## src/rtl/prog_counter_n_if.sv

```systemverilog
// Control and observation bundle for prog_counter_n.
// The master drives the controls; the slave (the counter) drives the status outputs.
interface prog_counter_n_if #(
  parameter int unsigned WIDTH  = 8,
  parameter int unsigned STEP_W = 4
) ();
  logic              en;
  logic              clr;
  logic              load;
  logic [WIDTH-1:0]  load_val;
  logic              limit_we;
  logic [WIDTH-1:0]  limit_val;
  logic              dir;
  logic [STEP_W-1:0] step;
  logic [1:0]        mode;
  logic              oe;
  logic [WIDTH-1:0]  count;
  logic [WIDTH-1:0]  q_out;
  logic              q_oe;
  logic              tc;
  logic              halted;

  modport master (
    output en, clr, load, load_val, limit_we, limit_val, dir, step, mode, oe,
    input  count, q_out, q_oe, tc, halted
  );

  modport slave (
    input  en, clr, load, load_val, limit_we, limit_val, dir, step, mode, oe,
    output count, q_out, q_oe, tc, halted
  );
endinterface

```

## src/rtl/prog_counter_n.sv

```systemverilog
// Programmable up/down counter with a variable step, a programmable limit, and wrap,
// saturate or one-shot behaviour at the boundary.
module prog_counter_n #(
  parameter int unsigned WIDTH  = 8,
  parameter int unsigned STEP_W = 4
) (
  input logic             clk,
  input logic             rst_n,
  prog_counter_n_if.slave bus
);

  localparam logic [1:0] MODE_SAT     = 2'b01;
  localparam logic [1:0] MODE_ONESHOT = 2'b10;

  logic [WIDTH-1:0] r_count;
  logic [WIDTH-1:0] r_limit;
  logic             r_tc;
  logic             r_halted;

  logic [WIDTH-1:0] w_step;
  logic [WIDTH:0]   w_sum;
  logic             w_cross;
  logic [WIDTH-1:0] w_count_d;
  logic             w_tc_d;
  logic             w_halted_d;

  assign w_step = WIDTH'(bus.step);
  // One extra bit so count+step never overflows before the limit comparison.
  assign w_sum  = {1'b0, r_count} + {1'b0, w_step};

  // A zero step can never cross, even if count already sits above a lowered limit.
  assign w_cross = (w_step != '0) &
                   (bus.dir ? (w_sum > {1'b0, r_limit}) : (r_count < w_step));

  always_comb begin
    w_count_d  = r_count;
    w_tc_d     = 1'b0;
    w_halted_d = r_halted;
    if (bus.clr) begin
      w_count_d  = '0;
      w_halted_d = 1'b0;
    end else if (bus.load) begin
      w_count_d  = bus.load_val;
      w_halted_d = 1'b0;
    end else if (bus.en && !r_halted) begin
      if (!w_cross) begin
        w_count_d = bus.dir ? w_sum[WIDTH-1:0] : (r_count - w_step);
      end else begin
        w_tc_d = 1'b1;
        case (bus.mode)
          MODE_SAT: begin
            w_count_d = bus.dir ? r_limit : '0;
          end
          MODE_ONESHOT: begin
            w_count_d  = bus.dir ? r_limit : '0;
            w_halted_d = 1'b1;
          end
          default: begin
            w_count_d = bus.dir ? '0 : r_limit;
          end
        endcase
      end
    end
  end

  always_ff @(posedge clk or negedge rst_n) begin
    if (!rst_n) begin
      r_count  <= '0;
      r_limit  <= '1;
      r_tc     <= 1'b0;
      r_halted <= 1'b0;
    end else begin
      r_count  <= w_count_d;
      r_tc     <= w_tc_d;
      r_halted <= w_halted_d;
      if (bus.limit_we) begin
        r_limit <= bus.limit_val;
      end
    end
  end

  assign bus.count  = r_count;
  assign bus.q_out  = bus.oe ? r_count : '0;
  assign bus.q_oe   = bus.oe;
  assign bus.tc     = r_tc;
  assign bus.halted = r_halted;

endmodule

```

## src/flat_wrapper.sv

```systemverilog
// flat-port wrapper written by rule: the top's interface ports become plain ports
module prog_counter_n_flat 
#(
  parameter int unsigned WIDTH  = 8,
  parameter int unsigned STEP_W = 4
)
  (clk, rst_n, bus_en, bus_clr, bus_load, bus_load_val, bus_limit_we, bus_limit_val, bus_dir, bus_step, bus_mode, bus_oe, bus_count, bus_q_out, bus_q_oe, bus_tc, bus_halted);
  prog_counter_n_if #(.WIDTH(WIDTH), .STEP_W(STEP_W)) bus_i ();
  input logic clk;
  input logic rst_n;
  input wire logic [$bits(bus_i.en)-1:0] bus_en;
  input wire logic [$bits(bus_i.clr)-1:0] bus_clr;
  input wire logic [$bits(bus_i.load)-1:0] bus_load;
  input wire logic [$bits(bus_i.load_val)-1:0] bus_load_val;
  input wire logic [$bits(bus_i.limit_we)-1:0] bus_limit_we;
  input wire logic [$bits(bus_i.limit_val)-1:0] bus_limit_val;
  input wire logic [$bits(bus_i.dir)-1:0] bus_dir;
  input wire logic [$bits(bus_i.step)-1:0] bus_step;
  input wire logic [$bits(bus_i.mode)-1:0] bus_mode;
  input wire logic [$bits(bus_i.oe)-1:0] bus_oe;
  output wire logic [$bits(bus_i.count)-1:0] bus_count;
  output wire logic [$bits(bus_i.q_out)-1:0] bus_q_out;
  output wire logic [$bits(bus_i.q_oe)-1:0] bus_q_oe;
  output wire logic [$bits(bus_i.tc)-1:0] bus_tc;
  output wire logic [$bits(bus_i.halted)-1:0] bus_halted;
  assign bus_i.en = bus_en;
  assign bus_i.clr = bus_clr;
  assign bus_i.load = bus_load;
  assign bus_i.load_val = bus_load_val;
  assign bus_i.limit_we = bus_limit_we;
  assign bus_i.limit_val = bus_limit_val;
  assign bus_i.dir = bus_dir;
  assign bus_i.step = bus_step;
  assign bus_i.mode = bus_mode;
  assign bus_i.oe = bus_oe;
  assign bus_count = bus_i.count;
  assign bus_q_out = bus_i.q_out;
  assign bus_q_oe = bus_i.q_oe;
  assign bus_tc = bus_i.tc;
  assign bus_halted = bus_i.halted;
  prog_counter_n #(.WIDTH(WIDTH), .STEP_W(STEP_W)) u_core (.clk(clk), .rst_n(rst_n), .bus(bus_i));
endmodule
```

## config.mk

```make
export PLATFORM = sky130hd
export DESIGN_NAME = prog_counter_n_flat
export DESIGN_NICKNAME = d
export VERILOG_FILES = /design/src/rtl/prog_counter_n_if.sv /design/src/rtl/prog_counter_n.sv /design/src/flat_wrapper.sv
export SDC_FILE = /design/constraint.sdc
export NUM_CORES = 1
export LEC_CHECK = 0
export ABC_AREA = 1
export ABC_CLOCK_PERIOD_IN_PS = 3250
export CAP_MARGIN = 20
export CORE_MARGIN = 2
export CORE_UTILIZATION = 30
export CTS_CLUSTER_DIAMETER = 80
export DETAILED_ROUTE_END_ITERATION = 12
export SYNTH_ARGS = -nofsm -noshare
export SYNTH_HDL_FRONTEND = slang
export SYNTH_SLANG_ARGS = --single-unit
```

## constraint.sdc

```tcl
create_clock -name clk -period 3.25 [get_ports clk]
set_input_delay 0.4875 -clock clk [delete_from_list [all_inputs] [get_ports clk]]
set_output_delay 0.4875 -clock clk [all_outputs]
set_load 0.05 [all_outputs]
```

==> results, run 1 <==
- The startpoint kind of the worst setup timing path is a primary input.
- The launching instance or port of the critical path is bus_step[0].
- The detailed router placed 1958 vias in this run.
- The buffer type at the clock tree root is clkbuf_8.
- Setup repair after global routing left no endpoint under its margin.
- The critical path goes through clkdlybuf4s50_1, ha_2, fa_1, nand2_1, nand2_2, xor2_1, ha_1, nand2_1, nor2_2, nand2_1, nand3_1, nand2_1, nand2_1, nand2_2, nand2_4, nand2_4, nand2_1, nand3_1, nand2_1, nand2_1.
- The height of the chip is 83.2 µm.
- The count of maximum capacitance violations is 0.
- The largest stage delay on the critical path is 430 ps.
- The dominant combinational cell family by area after synthesis is simple AND/OR/NAND/NOR gates.
- In this run the worst hold path is classified as flip-flop to flip-flop.
- The clock latency at the later pin of the worst-skew pair is 260 ps.
- In the layout the commonest cells are 96 x nand2_1, 48 x clkdlybuf4s50_1, 37 x inv_1.
- The number of buffers and inverters on the critical path is 1.
- The pin count of the biggest net entering global routing is 19.
- The first-pass GRT wire length is 8610 µm.
- The completed layout was analyzed and its total power is 1.01 mW.
- Dividing the final minimum period by the clock period gives 0.933.
- The number of placement rows is 28.
- Along the worst path, the maximum fanout reaches 9.
- The share of the Yosys chip area taken by registers is 0.245.
- The number of hold violations in the final report is 0.
- The number of clock sinks is 18.
- The area fraction in compound gates after synthesis is 0.0685.
- OpenSTA, run right after detailed placement, puts the worst setup slack at -92.5 ps.
- The synthesized-area fraction occupied by adder cells is 0.134.
- By instance count, the cell type seen most on the critical path is nand2_1.
- The post-synthesis instance area is 1880 µm².
- The category of the critical setup timing path is primary input to flip-flop.
- In this run the static leakage power is 1.34 nW.
- The count of yosys warnings during synthesis is 0.
- STA puts the critical path data required time at 3400 ps.
- In this run the remaining antenna-violating nets after routing total 0.
- The final layout contains 400 nets.
- For this design the ratio of total power to cell area is 392 nW/µm².
- The die covers 6920 µm².
- The number of standard cells after synthesis is 295.
- The count of input and output buffers is 48.
- The synthesized flop and latch total is 18.
- During I/O placement, the number of pins put on the boundary was 49.
- The placeable core region is 5990 µm².
- The pin slew with the least headroom to its limit is 839 ps.
- The slowest stage of the critical path belongs to the cell clkdlybuf4s50_1.
- The total overflow left after global routing is 0.
- The most common cell after layout, fill and taps aside is nand2_1.
- The busiest layer in global routing is met2.
- For the worst setup path, the data arrival time is between 3000 and 4000 ps.
- The fraction of final layout cells sized beyond drive strength 1 is 0.140.
- The number of global-route vias before repair is 1865.
- The finished cells cover ~2600 µm².
- For this run, design rule violations remaining after detail routing come to 0.
- The initial standard-cell utilization of the core is 0.314.
- The total half-perimeter wirelength after legalization and detailed placement is between 4000 and 5000 µm.
- The cell family contributing the most delay on the critical path is simple AND/OR/NAND/NOR gates.
- The clock transition at the registers of the reported paths is roughly 70 ps.
- The detailed router finished its first iteration with 101 violations.
- Counting the buffers created by CTS gives 3.
- For this block, the routed nets add up to about 5000 µm of wire.
- The number of max-slew violations in the final report is 0.
- After synthesis, the share of cell area in mux cells is 0.
- In this run the tightest slew margin relative to its limit is 0.439.
- In the global route stage, met1 resource usage came out at 0.208.
- The number of inserted filler cells in the final layout is 608.
- TritonCTS built the clock tree.
- The level count of the clock H-tree is 1.
- The initial antenna violation count is 0.
- The standard cell area after detailed placement is 2480 µm².
- In the global route stage, overall resource usage came out at 0.150.
- At the end of routability-driven placement, the weighted congestion stood at 0.932.
- The maximum operating frequency is 330 MHz.
- The antenna diode count is 0.
- The global routing met3 resource utilization is 0.0129.
- Counting every net in the synthesized netlist gives 344.
- The peak supply drop is 175 µV.
- The final-report setup violation count is 0.
- The number of detailed-route iterations in the first pass is 4.
- The global routing usage on met2 is 0.245.
- The largest clock skew in the final design is ~0.94 ps.
- Dividing the detail-routed via count by the number of cells gives 4.61.
- The worst hold path begins at u_core.bus.halted$_DFFE_PN0P_.
- The worst reg2reg path startpoint is u_core.bus.count[0]$_DFFE_PN0P_.
- The average instance area after synthesis is 6.38 µm².
- The xor and xnor fraction of the mapped netlist area is 0.0233.
- STA classifies the critical path endpoint as a flip-flop.
- Counting distinct cell types in the post-synthesis netlist gives 32.
- The flow ran to the end, and the final reports show no timing, DRC or antenna violations.
- The post-synthesis to final-layout area growth is 37.4%.
- The post-layout minimum cycle time is approximately 3000 ps.
- The worst path meets setup with 216 ps of slack.
- After clock tree synthesis, the flow added hold-fix buffers numbering 0.
- The die extent in x is 83.2 µm.
- The area share of and/or/nand/nor cells after synthesis is 0.422.
- The post-detailed-route wirelength per cell is ~12 µm.
- The maximum buffer depth of the clock tree is 2.
==> timing repair <==
item	4_1_cts	5_1_grt
endpoints found under the setup margin	0	9
resized for setup	0	7
setup buffers	0	1
==> final cells by class <==
cell class | count | area (µm²) | share of cell area
well taps | 75 | 93.8 | 0.0363
multi-input cells | 228 | 1260 | 0.487
flip-flops and latches | 18 | 460 | 0.178
clock buffers | 4 | 55.1 | 0.0213
inverters | 41 | 154 | 0.0595
repair buffers | 59 | 563 | 0.218
==> flip-flops by register name, summed over array words and instances (netlist names) <==
signal,cells
u_core.r_limit,8
u_core.bus.count,8
u_core.bus.halted,1
u_core.bus.tc,1
==> cell families (layout without fill, tap and decap cells) <==
kind of cell / after synthesis / after routing
adders and majority gates: 19 / 19
DFF: 18 / 18
buffers and inverters: 50 / 104
xor gates and xnor gates: 5 / 5
AOI/OAI and AO/OA: 20 / 20
and+or+nand+nor: 183 / 184
==> power by group <==
part	leakage (nW)	internal, mW	total, mW	switching (mW)
Clock	0.0288	0.108	0.190	0.0825
Combinational	1.09	0.217	0.542	0.326
Sequential	0.215	0.252	0.281	0.0300
==> final timing paths <==
kind / to / slack (ps) / cells past startpoint
max: u_core.bus.count[1]$_DFFE_PN0P_ / 220 / 20
min: u_core.bus.halted$_DFFE_PN0P_ / 520 / 2
max reg2reg: u_core.bus.count[1]$_DFFE_PN0P_ / 410 / 19
min reg2reg: u_core.bus.halted$_DFFE_PN0P_ / 520 / 2
max in group asynchronous: u_core.bus.count[3]$_DFFE_PN0P_ / 2030 / 1
min in group asynchronous: u_core.bus.tc$_DFF_PN0_ / 710 / 1
==> cells in the mapped netlist <==
cell	number	area share
nand2_1	97	0.19
inv_1	37	0.074
nor2_1	35	0.070
nand3_1	32	0.085
ha_1	17	0.11
o21ai_0	12	0.032
dfrtp_1	10	0.13
dfstp_2	8	0.11
a21oi_1	4	0.011
inv_2	4	0.0080
nand2_2	4	0.013
buf_2	3	0.0080
clkbuf_1	3	0.0060
nor3_1	3	0.0080
xor2_1	3	0.014
a21oi_4	2	0.017
fa_1	2	0.021
nand2_4	2	0.012
nand4_1	2	0.0066
nor2_2	2	0.0066
xnor2_1	2	0.0093
a21o_1	1	0.0040
a21oi_2	1	0.0047
and3_1	1	0.0033
buf_1	1	0.0020
buf_4	1	0.0040
buf_6	1	0.0060
nand3_2	1	0.0053
nor2_4	1	0.0060
nor3_2	1	0.0053
nor4_1	1	0.0033
or2_2	1	0.0033
==> per-stage QoR <==
step / util / hold WS [ps] / setup TNS (ps) / std cells
after floorplan: - / 192 / 0 / 295
after global placement: 0.414 / 498 / -18.2 / 419
after detailed placement: 0.414 / 504 / -470 / 419
after CTS: 0.424 / 523 / 0 / 423
after global routing: 0.432 / 558 / 0 / 425
final: 0.432 / 518 / 0 / 425
==> worst reg2reg max path: cells and delay by family (launching register included) <==
kind,cells,cell delay [ps]
adders and majority gates,3,930
and+or+nand+nor,15,1200
DFF,1,440
xor gates and xnor gates,1,170
==> per-layer routing <==
metal / wire (µm) / part of all wire / vias up
li1: - / - / 1027
met1: 2450 / 0.48 / 870
met2: 2390 / 0.47 / 56
met3: 223 / 0.043 / 5
met4: 72 / 0.014 / 0
met5: 0 / 0 / -
Power figures use the tool's default switching activity.
==> inputs of run 2 (changes only) <==
--- a/config.mk
+++ b/config.mk
@@ -12,6 +12,7 @@
 export CORE_UTILIZATION = 30
 export CTS_CLUSTER_DIAMETER = 80
 export DETAILED_ROUTE_END_ITERATION = 12
+export GPL_ROUTABILITY_DRIVEN = 0
 export SYNTH_ARGS = -nofsm -noshare
 export SYNTH_HDL_FRONTEND = slang
 export SYNTH_SLANG_ARGS = --single-unit
==> constraint.sdc (replaced) <==
create_clock -name clk -period 3.25 [get_ports clk]
set_input_delay 0.4875 -clock clk [delete_from_list [all_inputs] [get_ports clk]]
set_output_delay 0.4875 -clock clk [all_outputs]
set_load 0.1 [all_outputs]
==> run 2 against run 1 <==
  * Clock power is essentially flat
  * Routed wire length shrank 1.4%
  * Die area is the same
  * Critical path depth grew 2
  * Critical path type unchanged
  * Via count grew 0.87%
  * Maximum frequency grew 0.36%
  * Critical endpoint is now u_core.bus.count[2]$_DFFE_PN0P_
==> results, run 2 (same netlist as run 1, synthesis figures left out) <==
- The run finished with clean final reports.
- The antenna violation net count after detailed routing is 0.
- At the end of the flow, the number of nets in the layout was 399.
- The top cell types in the final layout, fill and taps aside, are 97 x nand2_1, 37 x inv_1, 33 x nor2_1.
- The number of placement rows is 28.
- STA classifies the critical path startpoint as a primary input.
- The final-report setup violation count is 0.
- TritonCTS built the clock tree.
- Using the TritonRoute via totals, the vias-per-cell ratio works out to 4.66.
- The count of cells in the finished layout, fillers not included, comes to 424.
- The die extent in x is 83.2 µm.
- The number of clock sinks is 18.
- The number of global-route vias before repair came to around 1800.
- The clock buffer count from CTS is 3.
- The total congestion overflow after global routing is 0.
- The level count of the clock H-tree is 1.
- The quantity of hold-fixing buffers added after cts is 0.
- The path type of the worst min-delay path is flip-flop to flip-flop.
- The count of maximum capacitance violations is 0.
- The first-pass GRT wire length is 8490 µm.
- The total power density per cell area is roughly 430 nW/µm².
- The initial standard-cell utilization of the core is 0.314.
- The arrival time of the worst setup path is 3180 ps.
- Along the worst path, the maximum fanout reaches 8.
- The number of detailed-route iterations in the first pass is 5.
- The category of the critical setup timing path is primary input to flip-flop.
- The core region is between 5000 and 6000 µm².
- The die is between 80 and 90 µm tall.
- For the finished layout, the period the worst path requires is 3020 ps.
- The clock arrives with 0.905 ps of skew.
- In the final routed layout, each cell accounts on average for 12.0 µm.
- After clock tree synthesis, the clock-pin slew on the worst setup and hold paths is ~70 ps.
- The initial antenna violation count was 0.
- Of the available clock period, the critical path in the final layout requires 0.930.
- At the pin with the least slew margin, the transition time is slightly below 1000 ps.
- For this block, the initial DRC count from the detailed router was 87.
- In this run the count of I/O pins placed on the die edge is ~50.
- The number of hold violations in the final report came to 0.
- The leakage power is 1.36 nW.
- In this run the tightest slew margin relative to its limit is 0.356.
- In this run, placement finished with an instance count of between 400 and 500.
- STA classifies the critical path endpoint as a flip-flop.
- The die area is between 6000 and 7000 µm².
- Timing would allow up to 331 MHz.
- The post-route DRC violation count is 0.
- Summed over all nets, the half-perimeter wirelength after detailed placement is 4160 µm.
- Data on the critical path is required at its endpoint by 3400 ps.
- The routed design has between 5000 and 6000 µm of wire.
- The maximum buffer depth of the clock tree is 2.
- For this block, the via count after detailed routing is 1975.
- IR analysis of the VDD net gives a maximum drop of 158 µV.
- The pin count of the biggest net entering global routing is 19.
- The antenna diode count is 0.
- The fraction of final layout cells sized beyond drive strength 1 is 0.186.
- At the end of the flow the core is filled with cells to 0.424.
- Clock latency on the worst-skew pair, taken at its later pin, is 260 ps.
- The post-synthesis to final-layout area growth is 34.8%.
- The number of max-slew violations in the final report is 0.
- Input and output buffers added on the ports amount to 48.
- Across every metal layer, demand over resource in global routing totals 0.148.
- The most common cell after layout, fill and taps aside is nand2_1.
- The buffer type at the clock tree root is clkbuf_8.
run 2: cell count changes in the layout (fill, tap and decap cells not counted), sizes merged:
cell | before | now
buf | 11 | 28
nand2 | 104 | 103
clkdlybuf4s50 | 48 | 31
run 2: critical path, stage by stage:
cell             delay [ps]
clkdlybuf4s50_1         470
inv_1                    80
ha_1                    310
nor2_2                  100
nand2_1                  70
nand2_1                  90
nand2_1                  80
nand2_1                  60
nand2_1                  60
nand2_1                  70
inv_1                    40
ha_1                    280
and3_1                  210
nand2_1                  70
nand2_1                  50
nand2_1                 100
nand2_4                  90
buf_4                   140
nand3_1                  70
nand3_1                 100
nand2_1                 100
nand2_1                  50
run 2: final timing paths:
path                       slack (ps)                         endpoint                       startpoint  depth (start not counted)
max                               230  u_core.bus.count[2]$_DFFE_PN0P_                      bus_step[1]                         22
min                               520    u_core.r_limit[0]$_DFFE_PN1P_    u_core.r_limit[0]$_DFFE_PN1P_                          2
max reg2reg                       430  u_core.bus.count[2]$_DFFE_PN0P_  u_core.bus.count[0]$_DFFE_PN0P_                         18
min reg2reg                       520    u_core.r_limit[0]$_DFFE_PN1P_    u_core.r_limit[0]$_DFFE_PN1P_                          2
max in group asynchronous        2050  u_core.bus.count[7]$_DFFE_PN0P_                            rst_n                          1
min in group asynchronous         700          u_core.bus.tc$_DFF_PN0_                            rst_n                          1
run 2: where the power goes:
part	switching, mW	internal, mW	total [mW]
registers	0.0298	0.252	0.281
logic	0.404	0.206	0.610
clock network	0.0803	0.108	0.188
total	0.514	0.565	1.08
run 2: what timing repair did:
action                     4_1_cts  5_1_grt
gates resized for setup          0        8
setup endpoints to repair        0        9
buffers inserted                 0        1
run 2: final cells by class:
cell class / count / area [µm²]
Clock buffer: 4 / 55.1
Fill cell: 632 / 3450
Inverter: 41 / 154
Multi-Input combinational cell: 227 / 1250
Sequential cell: 18 / 460
Tap cell: 75 / 93.8
Timing Repair Buffer: 59 / 520
run 2: metal layers:
metal,global-route usage,up-vias,share of wire
li1,-,1028,-
met3,0.0209,9,0.038
met4,0.0447,0,0.019
met2,0.240,42,0.46
met1,0.202,896,0.48
met5,0,-,0
run 2: stage by stage:
stage	setup TNS [ps]	hold WS [ps]	instance area (µm²)	setup slack [ps]	total power, mW
finish	0	518	2540	227	1.08
global route	-0.305	560	2540	-0.305	1.16
CTS	0	524	2490	168	1.06
detailed placement	-485	509	2440	-85.4	0.877
global placement	-18.1	497	2440	-9.96	0.873
floorplan	0	192	1880	97.4	0.711
